[config.mk]
export PLATFORM = sky130hd
export DESIGN_NAME = sr_driver
export DESIGN_NICKNAME = d
export VERILOG_FILES = /design/src/rtl/sr_driver.sv
export SDC_FILE = /design/constraint.sdc
export NUM_CORES = 1
export LEC_CHECK = 0
export CAP_MARGIN = 20
export CORE_MARGIN = 2
export CORE_UTILIZATION = 55
export CTS_CLUSTER_DIAMETER = 40
export CTS_CLUSTER_SIZE = 40
export DETAILED_ROUTE_END_ITERATION = 16
export PLACE_DENSITY = 0.81
export SYNTH_ARGS = -nofsm -noshare
export SYNTH_HDL_FRONTEND = slang
export SYNTH_SLANG_ARGS = --single-unit
[constraint.sdc]
create_clock -name clk -period 2.5 [get_ports clk]
set_input_delay 0.75 -clock clk [delete_from_list [all_inputs] [get_ports clk]]
set_output_delay 0.75 -clock clk [all_outputs]
set_load 0.05 [all_outputs]
[src/rtl/sr_driver.sv]
// Pulse driver for an external SR flip-flop: issues s/r pulses toward a target value,
// waits for the output to settle, verifies q_fb and retries up to MAX_TRIES times.
module sr_driver #(
   parameter int SETTLE_CYCLES = 2,
   parameter int MAX_TRIES     = 3
) (
   input  logic clk,
   input  logic rst,
   input  logic req_valid,
   input  logic req_bit,
   output logic req_ready,
   input  logic q_fb,
   output logic s,
   output logic r,
   output logic done,
   output logic err,
   output logic busy
);

   typedef enum logic [1:0] {IDLE, DRIVE, SETTLE, CHECK} state_t;

   localparam logic [3:0] SETTLE_LOAD = 4'(SETTLE_CYCLES - 1);
   localparam logic [2:0] TRY_LIMIT   = 3'(MAX_TRIES);

   state_t     state_reg, state_next;
   logic       target_reg, target_next;
   logic [2:0] try_reg, try_next;
   logic [3:0] settle_reg, settle_next;
   logic       done_reg, done_next;
   logic       err_reg, err_next;
   // Goes high on the first edge after reset so req_ready stays low while in reset.
   logic       live_reg;

   always_ff @(posedge clk or negedge rst) begin
      if (!rst) begin
         state_reg  <= IDLE;
         target_reg <= 1'b0;
         try_reg    <= 3'd0;
         settle_reg <= 4'd0;
         done_reg   <= 1'b0;
         err_reg    <= 1'b0;
         live_reg   <= 1'b0;
      end else begin
         state_reg  <= state_next;
         target_reg <= target_next;
         try_reg    <= try_next;
         settle_reg <= settle_next;
         done_reg   <= done_next;
         err_reg    <= err_next;
         live_reg   <= 1'b1;
      end
   end

   always_comb begin
      state_next  = state_reg;
      target_next = target_reg;
      try_next    = try_reg;
      settle_next = settle_reg;
      done_next   = 1'b0;
      err_next    = err_reg;
      case (state_reg)
         IDLE: begin
            if (req_valid && live_reg) begin
               target_next = req_bit;
               try_next    = 3'd0;
               // An unknown q_fb falls through to the drive path.
               if (q_fb == req_bit) done_next = 1'b1;
               else                 state_next = DRIVE;
            end
         end
         DRIVE: begin
            try_next    = try_reg + 3'd1;
            settle_next = SETTLE_LOAD;
            state_next  = SETTLE;
         end
         SETTLE: begin
            if (settle_reg == 4'd0) state_next  = CHECK;
            else                    settle_next = settle_reg - 4'd1;
         end
         CHECK: begin
            if (q_fb == target_reg) begin
               state_next = IDLE;
               done_next  = 1'b1;
            end else if (try_reg < TRY_LIMIT) begin
               state_next = DRIVE;
            end else begin
               state_next = IDLE;
               err_next   = 1'b1;
            end
         end
         default: state_next = IDLE;
      endcase
   end

   assign req_ready = live_reg && (state_reg == IDLE);
   assign busy      = (state_reg != IDLE);
   assign s         = (state_reg == DRIVE) && target_reg;
   assign r         = (state_reg == DRIVE) && !target_reg;
   assign done      = done_reg;
   assign err       = err_reg;

endmodule

==> results by group <==
Logic synthesis
  • Synth Net Count: 90
  • Synth top area cells: dfrtp_1, ha_1, nand2_1
  • Post-synth ARST share: 100.0%
  • Synth top area share: 43.05%
  • Mapped Area: 755.7 um2
  • Synth cell types: 29
  • Avg Inst Size Synth: 9.815 um2
  • Synthesized flop and latch total: 13
  • Sequential area share after synthesis: 43.05%
  • Ys Warns: 0
  • Mapped Cells: between 70 and 80
  • Top FF cell, synth: dfrtp_1
  • Post-synth EDFFs: 0
  • Synth area leader: dfrtp_1

Clocking
  • H-tree depth: 1
  • CTS clk-pin slew, worst paths: ~0.080 ns
  • Clk root buf: clkbuf_4
  • Clock Tree Buf Depth: 2
  • Post_cts resized: 0
  • TritonCTS clock tree: built
  • Worst skew pair latency: 0.27 ns
  • CTS Hold Bufs: 0
  • CTS sink cnt: 13
  • Post-CTS Setup Bufs: 0
  • Cts bufs inserted: 3

Power and ir drop
  • Switching share of power: 47.03%
  • Pint: 0.6674 mW
  • Peak VDD IR: 0.8832 mV
  • Power Density: 1357 nW/um2
  • Sw power: 0.5926 mW
  • Clock share of power: between 10% and 20%
  • Seq pwr share: 29.3%
  • Combinational fraction of design power: 60.1%
  • Leak pwr: 0.4286 nW

STA
  • Final period util: 93.20%
  • Final setup vio count: 0
  • Final Hold Fails: 0
  • Slew @ Worst Pin: 0.5793 ns
  • Slew Viols, Final: 0
  • Worst slew margin: 61.26%
  • Setup TNS: 0 ns
  • Fin worst setup slack: 0.1700 ns
  • Hold_ws: 0.5227 ns
  • Tmin final: between 2 and 2.5 ns
  • RSZ-0062 raised after global routing: false
  • F_max: 0.4292 GHz
  • Clock Skew: between 0.001 and 0.0015 ns

Placement
  • Pre-CTS setup slack: 0.4714 ns
  • GP Congestion: 0.7331
  • IO Port Bufs: 10
  • Placed cells: 102
  • Hpwl dp: 1138 um

Hold path
  • HP Class: reg2reg
  • Worst hold start: err$_DFFE_PN0P_

Status
  • Status: finished, final reports clean

Finish
  • Final Net Count: 105
  • Fill cells: 102
  • Register Area: 325.3 um2
  • N_diodes: 0
  • Area of the multi-input gates: 407.9 um2
  • Max reg flops: 4
  • Synth-to-Final Area Change: 22.85%
  • Fraction of layout cells with a size suffix above 1: 12.09%
  • Fin cells: between 100 and 150

Drt
  • First DRT Iteration DRCs: 4
  • WL final: 1462 um
  • Vias/cell: 5.425
  • DRC viols: 0
  • DR vias: 575
  • DR pass1 iterations: 4
  • Routed Antenna Nets: 0
  • Drt wl/cell: 13.79 um

GRT
  • First-pass GRT wire length: between 2000 and 2500 um
  • Number of global-route vias before repair: 548
  • Initial antenna violation count: 0
  • Total track usage: between 20 and 25%
  • Pin count of the biggest net entering global routing: 14
  • Global route total overflow: 0

Floorplan
  • Initial Utilization: 58.81%
  • Rows: 13
  • Die X: slightly above 40 um
  • Total Die Area: 1687 um2
  • Die height: 41.07 um
  • Core area: around 1300 um2
  • Top Ports: 11

Worst setup path
  • Setup crit start kind: flip-flop
  • CP top delay family: flip-flops
  • Worst Setup Path Type: reg2out
  • CP max FO: 7
  • Largest stage delay on the critical path: 0.43 ns
  • Critical path endpoint category: output port
  • CP Launch Point: state_reg[1]$_DFFE_PN0P_
  • Critical R2R Launch: state_reg[0]$_DFFE_PN0P_
  • Worst Path Required: roughly 1.8 ns
  • Arr. time, crit path: 1.58 ns
  • Cell with the largest stage delay on the worst path: dfrtp_1
  • Bufs and invs on worst path: 2
  • Worst path cell trace: inv_1 > ha_1 > nor2b_1 > buf_12

Job
  • # Max-Cap Violations: 0
-- metal layers --
layer	up-vias	track usage [%]	part of all wire, %
met5	-	0	0
li1	293	-	-
met1	273	25.33	47
met2	7	38.28	49
met4	0	10.00	0.68
met3	2	3.261	2.5
-- area by class of cell --
class                   count  area share, %
flip-flops and latches     13          35.04
inverters                   6          2.426
repair buffers             10          13.75
clock buffers               4          2.830
well taps                  15          2.022
multi-input cells          58          43.94
-- synthesized netlist by cell type (2+ instances only) --
cell,count
ha_1,8
o21ai_0,2
nor2_1,6
and2_1,2
xor2_1,3
a21oi_1,3
nand3_1,3
o21bai_1,2
nor2b_1,2
inv_1,6
nand2_1,9
a31oi_1,2
dfrtp_1,13
-- cells by family after synthesis --
logic type                 share of synthesized area (%)
AOI/OAI and AO/OA                                  17.05
xor gates and xnor gates                           4.637
adders and majority gates                          13.25
buffers and inverters                              2.980
DFF                                                43.05
muxes                                              1.325
other                                             0.4962
and+or+nand+nor                                    17.22
-- worst reg2reg max path, stage by stage (launching register included) --
cell and delay [ns]:
dfrtp_1 0.42, inv_1 0.15, ha_1 0.29, a21bo_2 0.28, nand2_1 0.07, mux2i_1 0.06, a22o_1 0.23
-- power by group through the flow --
stage          combinational, mW  sequential, mW  clock [mW]
2_1_floorplan              0.478           0.407           0
3_3_place_gp               0.734           0.368           0
3_5_place_dp               0.757           0.371           0
4_1_cts                    0.758           0.368       0.134
5_1_grt                    0.824           0.381       0.141
6_report                   0.758           0.370       0.132
-- per-stage QoR --
| step | total power [mW] | utilization (%) | cell area (um2) |
|---|---|---|---|
| finish | 1.260 | 72.25 | 928.4 |
| global route | 1.347 | 72.25 | 928.4 |
| CTS | 1.260 | 72.25 | 928.4 |
| detailed placement | 1.127 | 70.20 | 902.1 |
| global placement | 1.102 | 70.20 | 902.1 |
| floorplan | 0.8851 | - | 755.7 |
-- cells in the final DEF (no fill, tap or decap) --
master	n
dfrtp_1	13
nand2_1	9
ha_1	8
inv_1	6
nor2_1	6
clkdlybuf4s50_1	6
nand3_1	3
a21oi_1	3
xor2_1	3
clkbuf_4	3
buf_12	3
and2_1	2
nor2b_1	2
o21bai_1	2
o21ai_0	2
a31oi_1	2
nand4_1	1
o22ai_1	1
a311oi_1	1
or3b_4	1
nand2_4	1
xnor2_1	1
o21ai_2	1
a31o_1	1
a21bo_2	1
mux2i_1	1
a21boi_0	1
a22o_1	1
nor3_1	1
a32o_1	1
o211ai_1	1
clkbuf_1	1
conb_1	1
buf_4	1
-- worst paths after layout --
check / endpoint / slack [ns] / cells past startpoint
max in group asynchronous: state_reg[0]$_DFFE_PN0P_ / 1.29 / 1
worst min-delay path: err$_DFFE_PN0P_ / 0.52 / 1
worst max register to register: try_reg[2]$_DFFE_PN0P_ / 0.90 / 6
worst min register to register: err$_DFFE_PN0P_ / 0.52 / 1
min in group asynchronous: live_reg$_DFF_PN0_ / 0.84 / 1
worst max-delay path: r / 0.17 / 4
(Power assumes the default switching activity.)
==> edit 1: new RTL, same settings <==
Reset style: synchronous (`rst`), changed in one clocked block.
--- a/src/rtl/sr_driver.sv
+++ b/src/rtl/sr_driver.sv
@@ -31,7 +31,7 @@
    // Goes high on the first edge after reset so req_ready stays low while in reset.
    logic       live_reg;
 
-   always_ff @(posedge clk or negedge rst) begin
+   always_ff @(posedge clk) begin
       if (!rst) begin
          state_reg  <= IDLE;
          target_reg <= 1'b0;
Behaviour: differs if rst is asserted again (counterexample within 4 cycles, from zero or initial values and one cycle with rst low); with rst held inactive, the same outputs for 10 cycles.
==> edit 1 against the original RTL <==
Sequential power decreased by 29%; setup slack better by 0.11 ns; wire length is 6.6% lower; fmax is 5.0% higher; register-to-register slack improved by 0.09 ns; power down 35%; first-iteration DRC count grew to 4.3 times the old value; synthesized area shrank 3.0%; cell count increased by 7.5%; sequential cell count did not move; synthesized cell count is 10% higher; design area fell by 3.8%.
==> edit 1: results (changes against the original RTL) <==
sum of met2 wire segment lengths after detailed routing: 652 um (was 722 um)
routed length on met1: 630 um (was 692 um)
met1 layer usage reported by global route: 21.9% (was 25.3%)
maximum vdd ir drop: 0.000563 V (was 0.000883 V)
post-route non-filler standard cell count: 114 (was 106)
Worst Setup SP: state_reg[1] (unchanged)
arrival time reported for the critical path endpoint: 1.47 ns (was 1.58 ns)
top-area cell type share of the netlist area: 35.5% (was 43.0%)
register area share after synthesis: 35.5% (was 43.0%)
cell area reported after detailed placement: 867 um2 (was 902 um2)
number of different library cells in the post-synthesis netlist: 31 (was 29)
Global Route Usage Sum: 18.9% (was 21.7%)
final critical path time including I/O delays and setup: 2.22 ns (was 2.33 ns)
met3 track utilization from global routing: 3.33% (was 3.26%)
net switching power: 366 uW (was 593 uW)
Worst Hold Endpoint: err (unchanged)
Post-Place Worst Slack: 0.454 ns (was 0.471 ns)
relative contribution of sequential cells to total power: 31.8% (was 29.3%)
number of placed instances, taps included: 110 (was 102)
hold path start: err (unchanged)
pin count of the biggest net entering global routing: 10 (was 14)
weighted congestion reported at the end of routability-driven placement: 0.773 (was 0.733)
share of cells above drive strength 1: 11.1% (was 12.1%)
routed via count divided by cell count: 5.57 (was 5.42)
met2 track demand over resource in global routing: 32.5% (was 38.3%)
DRT iter0 DRCs: 17 (was 4)
P per Cell Area: 924 nW/um2 (was 1360 nW/um2)
worst-case hold slack: 0.469 ns (was 0.523 ns)
biggest fanout along the worst timing path: 8 (was 7)
most common library cells after synthesis: 13 x dfxtp_1, 9 x inv_1, 8 x ha_1, 8 x nand2_1, 8 x nand3_1 (was 13 x dfrtp_1, 9 x nand2_1, 8 x ha_1)
reported leakage power: 0.000371 uW (was 0.000429 uW)
final clock skew: 0.00199 ns (was 0.00100 ns)
estimated wirelength of the detail-placed design: 1050 um (was 1140 um)
global-route wire length before repair: 2020 um (was 2330 um)
total nets after synthesis: 98 (was 90)
slew at the pin closest to its max-slew limit: 0.495 ns (was 0.579 ns)
total met3 wirelength after detailed routing: 69 um (was 36 um)
capturing point of the worst reg2reg path: try_reg[2] (unchanged)
outcome: completed (unchanged)
Main synth FF type: dfxtp_1 (was dfrtp_1)
edit 1: changes by cell type after synthesis, sizes merged, moves of 3 or more:
cell	delta
dfrtp	-13
dfxtp	+13
nand3	+5
a21oi	+3
inv	+3
nor2	-3
edit 1: worst max-delay path: stages, from the launching register on:
cell and delay, ns:
dfxtp_1 0.39, inv_1 0.11, ha_1 0.30, and2b_2 0.26
buf_12 0.15
edit 1: kinds of logic after synthesis:
| group | Yosys count | share of synthesized area (%) |
|---|---|---|
| simple gates | 33 | 23.9 |
| xor+xnor | 3 | 3.58 |
| compound gates | 18 | 17.4 |
| flops | 13 | 35.5 |
| fa+ha+maj | 8 | 13.7 |
| buf+inv | 9 | 4.61 |
| mux | 1 | 1.37 |
edit 1: area by class of cell:
class                           instances  area [um2]
Fill cell                             100         375
Timing Repair Buffer                   10         115
Sequential cell                        13         260
Multi-Input combinational cell         63         439
Tap cell                               15        18.8
Inverter                                9        33.8
Clock buffer                            4        26.3
==> edit 2: new RTL, config.mk and constraints unchanged <==
Without the edit above. Re-encode `state_t` (4 states) as one-hot, 4 bits wide.
--- a/src/rtl/sr_driver.sv
+++ b/src/rtl/sr_driver.sv
@@ -17,7 +17,7 @@
    output logic busy
 );
 
-   typedef enum logic [1:0] {IDLE, DRIVE, SETTLE, CHECK} state_t;
+   typedef enum logic [3:0] {IDLE = 4'b0001, DRIVE = 4'b0010, SETTLE = 4'b0100, CHECK = 4'b1000} state_t;
 
    localparam logic [3:0] SETTLE_LOAD = 4'(SETTLE_CYCLES - 1);
    localparam logic [2:0] TRY_LIMIT   = 3'(MAX_TRIES);
Function: same outputs for any inputs over 10 cycles, from zero or initial values and one cycle with rst low; not proved beyond that.
==> edit 2 against the original RTL <==
Setup slack got worse by 0.045 ns; design area increased by 4.7%; fmax decreased by 1.9%; synthesized area is 6.6% higher; non-clock buffer count unchanged; sequential cell count is 2 higher; wire length is 9.4% higher.
Power is not compared: it rests on default switching activity, and its combinational part moved more than twofold at a synthesized area within 25%.
==> edit 2: results (changes against the original RTL) <==
outcome: completed (unchanged)
residual antenna-violating net count after detailed routing: 0 (unchanged)
Net count, final: 99 (was 105)
number of different library cells in the post-synthesis netlist: 33 (was 29)
hold path start: err (unchanged)
slowest cell delay on critical path: 0.49 ns (was 0.43 ns)
met2 track demand over resource in global routing: 33.8% (was 38.3%)
slew at the pin closest to its max-slew limit: 0.666 ns (was 0.579 ns)
number of buffers created by CTS: 3 (unchanged)
share of cell area taken by muxes after synthesis: 1.40% (was 1.32%)
met1 layer usage reported by global route: 29.0% (was 25.3%)
parity-gate share of the synthesized area counting xor and xnor cells: 4.35% (was 4.64%)
Yosys warning count: 0 (unchanged)
Largest delay share family, worst path: simple AND/OR/NAND/NOR gates (was flip-flops)
number of cells traversed by the worst hold path: 1 (unchanged)
met3 track utilization from global routing: 5.60% (was 3.26%)
routed via count divided by cell count: 5.90 (was 5.42)
worst-skew pair later-pin latency: 0.29 ns (was 0.27 ns)
pin count of the biggest net entering global routing: 16 (was 14)
number of I/O port buffers: 10 (unchanged)
routed len/inst: 15.2 um (was 13.8 um)
register area share after synthesis: 46.7% (was 43.0%)
vias: 619 (was 575)
Cells after Synth: 78 (was 77)
DRT iter0 DRCs: 27 (was 4)
Global Route Usage Sum: 22.0% (was 21.7%)
compound-gate portion of the synthesized area: 15.8% (was 17.1%)
post-synthesis adder-cell area fraction: 4.66% (was 13.2%)
critical register-to-register path startpoint: settle_reg[0] (was state_reg[0])
final clock skew: 0.00527 ns (was 0.00100 ns)
number of buffers on the longest clock path: 2 (unchanged)
Worst Hold Endpoint: err (unchanged)
arrival time reported for the critical path endpoint: 1.63 ns (was 1.58 ns)
drt first pass iters: 4 (unchanged)
share of cells above drive strength 1: 18.9% (was 12.1%)
estimated wirelength of the detail-placed design: 1190 um (was 1140 um)
number of placed instances, taps included: 101 (was 102)
largest cells by area after synthesis: dfrtp_1 43%, ha_1 4.7%, nand2_1 4.2%, nor4b_2 3.7%, dfstp_2 3.3% (was dfrtp_1 43%, ha_1 13%, nand2_1 4.5%, xor2_1 3.5%, inv_1 3.0%)
count of filler cells inserted in the layout: 110 (was 102)
via count of the first global-routing pass: 653 (was 548)
total nets after synthesis: 86 (was 90)
most common library cells after synthesis: 14 x dfrtp_1, 9 x nand2_1, 5 x inv_1, 5 x nor2_1, 4 x nand3_1 (was 13 x dfrtp_1, 9 x nand2_1, 8 x ha_1)
weighted congestion reported at the end of routability-driven placement: 0.840 (was 0.733)
antenna violations before repair: 0 (unchanged)
capturing point of the worst reg2reg path: settle_reg[0] (was try_reg[2])
global-route wire length before repair: 2910 um (was 2330 um)
async set-or-reset flop fraction in the synthesized netlist: 100% (unchanged)
cell area reported after detailed placement: 940 um2 (was 902 um2)
==> edit 2: per-stage QoR <==
step                      setup WS (ns)  util, %  hold WS, ns
after floorplan                   0.271        -        0.454
after detailed placement          0.400     70.5        0.465
after global routing             0.0324     72.9        0.508
after CTS                        0.0390     72.4        0.487
final                             0.125     72.9        0.485
after global placement            0.462     70.5        0.459
==> edit 2: worst max-delay path by stage <==
stage | cells after the start | startpoint | slack [ns] | endpoint
after floorplan | 3 | state_reg[3] | 0.27 | r
after global placement | 3 | state_reg[1] | 0.46 | req_ready
after detailed placement | 3 | state_reg[1] | 0.40 | s
after CTS | 4 | state_reg[3] | 0.04 | s
after global routing | 4 | state_reg[3] | 0.03 | r
final | 4 | state_reg[3] | 0.12 | r
==> edit 2: area by class of cell <==
type / instances / share of cell area [%]
flip-flops and latches: 15 / 38.9
multi-input cells: 56 / 41.4
repair buffers: 10 / 13.1
clock buffers: 4 / 2.70
inverters: 5 / 1.93
well taps: 15 / 1.93
==> edit 2: kinds of logic after synthesis <==
family / count (synthesis)
other: 1
buffers and inverters: 7
multiplexers: 1
XOR/XNOR: 4
adder cells (fa/ha/maj): 3
AO/OA/AOI/OAI: 18
AND/OR/NAND/NOR: 29
flip-flops: 15
==> edit 2: routing by layer <==
layer  wire (um)  up-vias  share of wire [%]
met3          81        5                5.1
met4          34        0                2.1
met2         739       19                 46
met1         744      289                 47
li1            -      306                  -
met5           0        -                  0
==> edit 2: power groups by stage <==
stage	clock network, uW	registers (uW)	logic [uW]
final	143	280	130
after global routing	159	283	145
after CTS	146	279	131
after detailed placement	0	284	131
after global placement	0	283	124
after floorplan	0	282	85.8
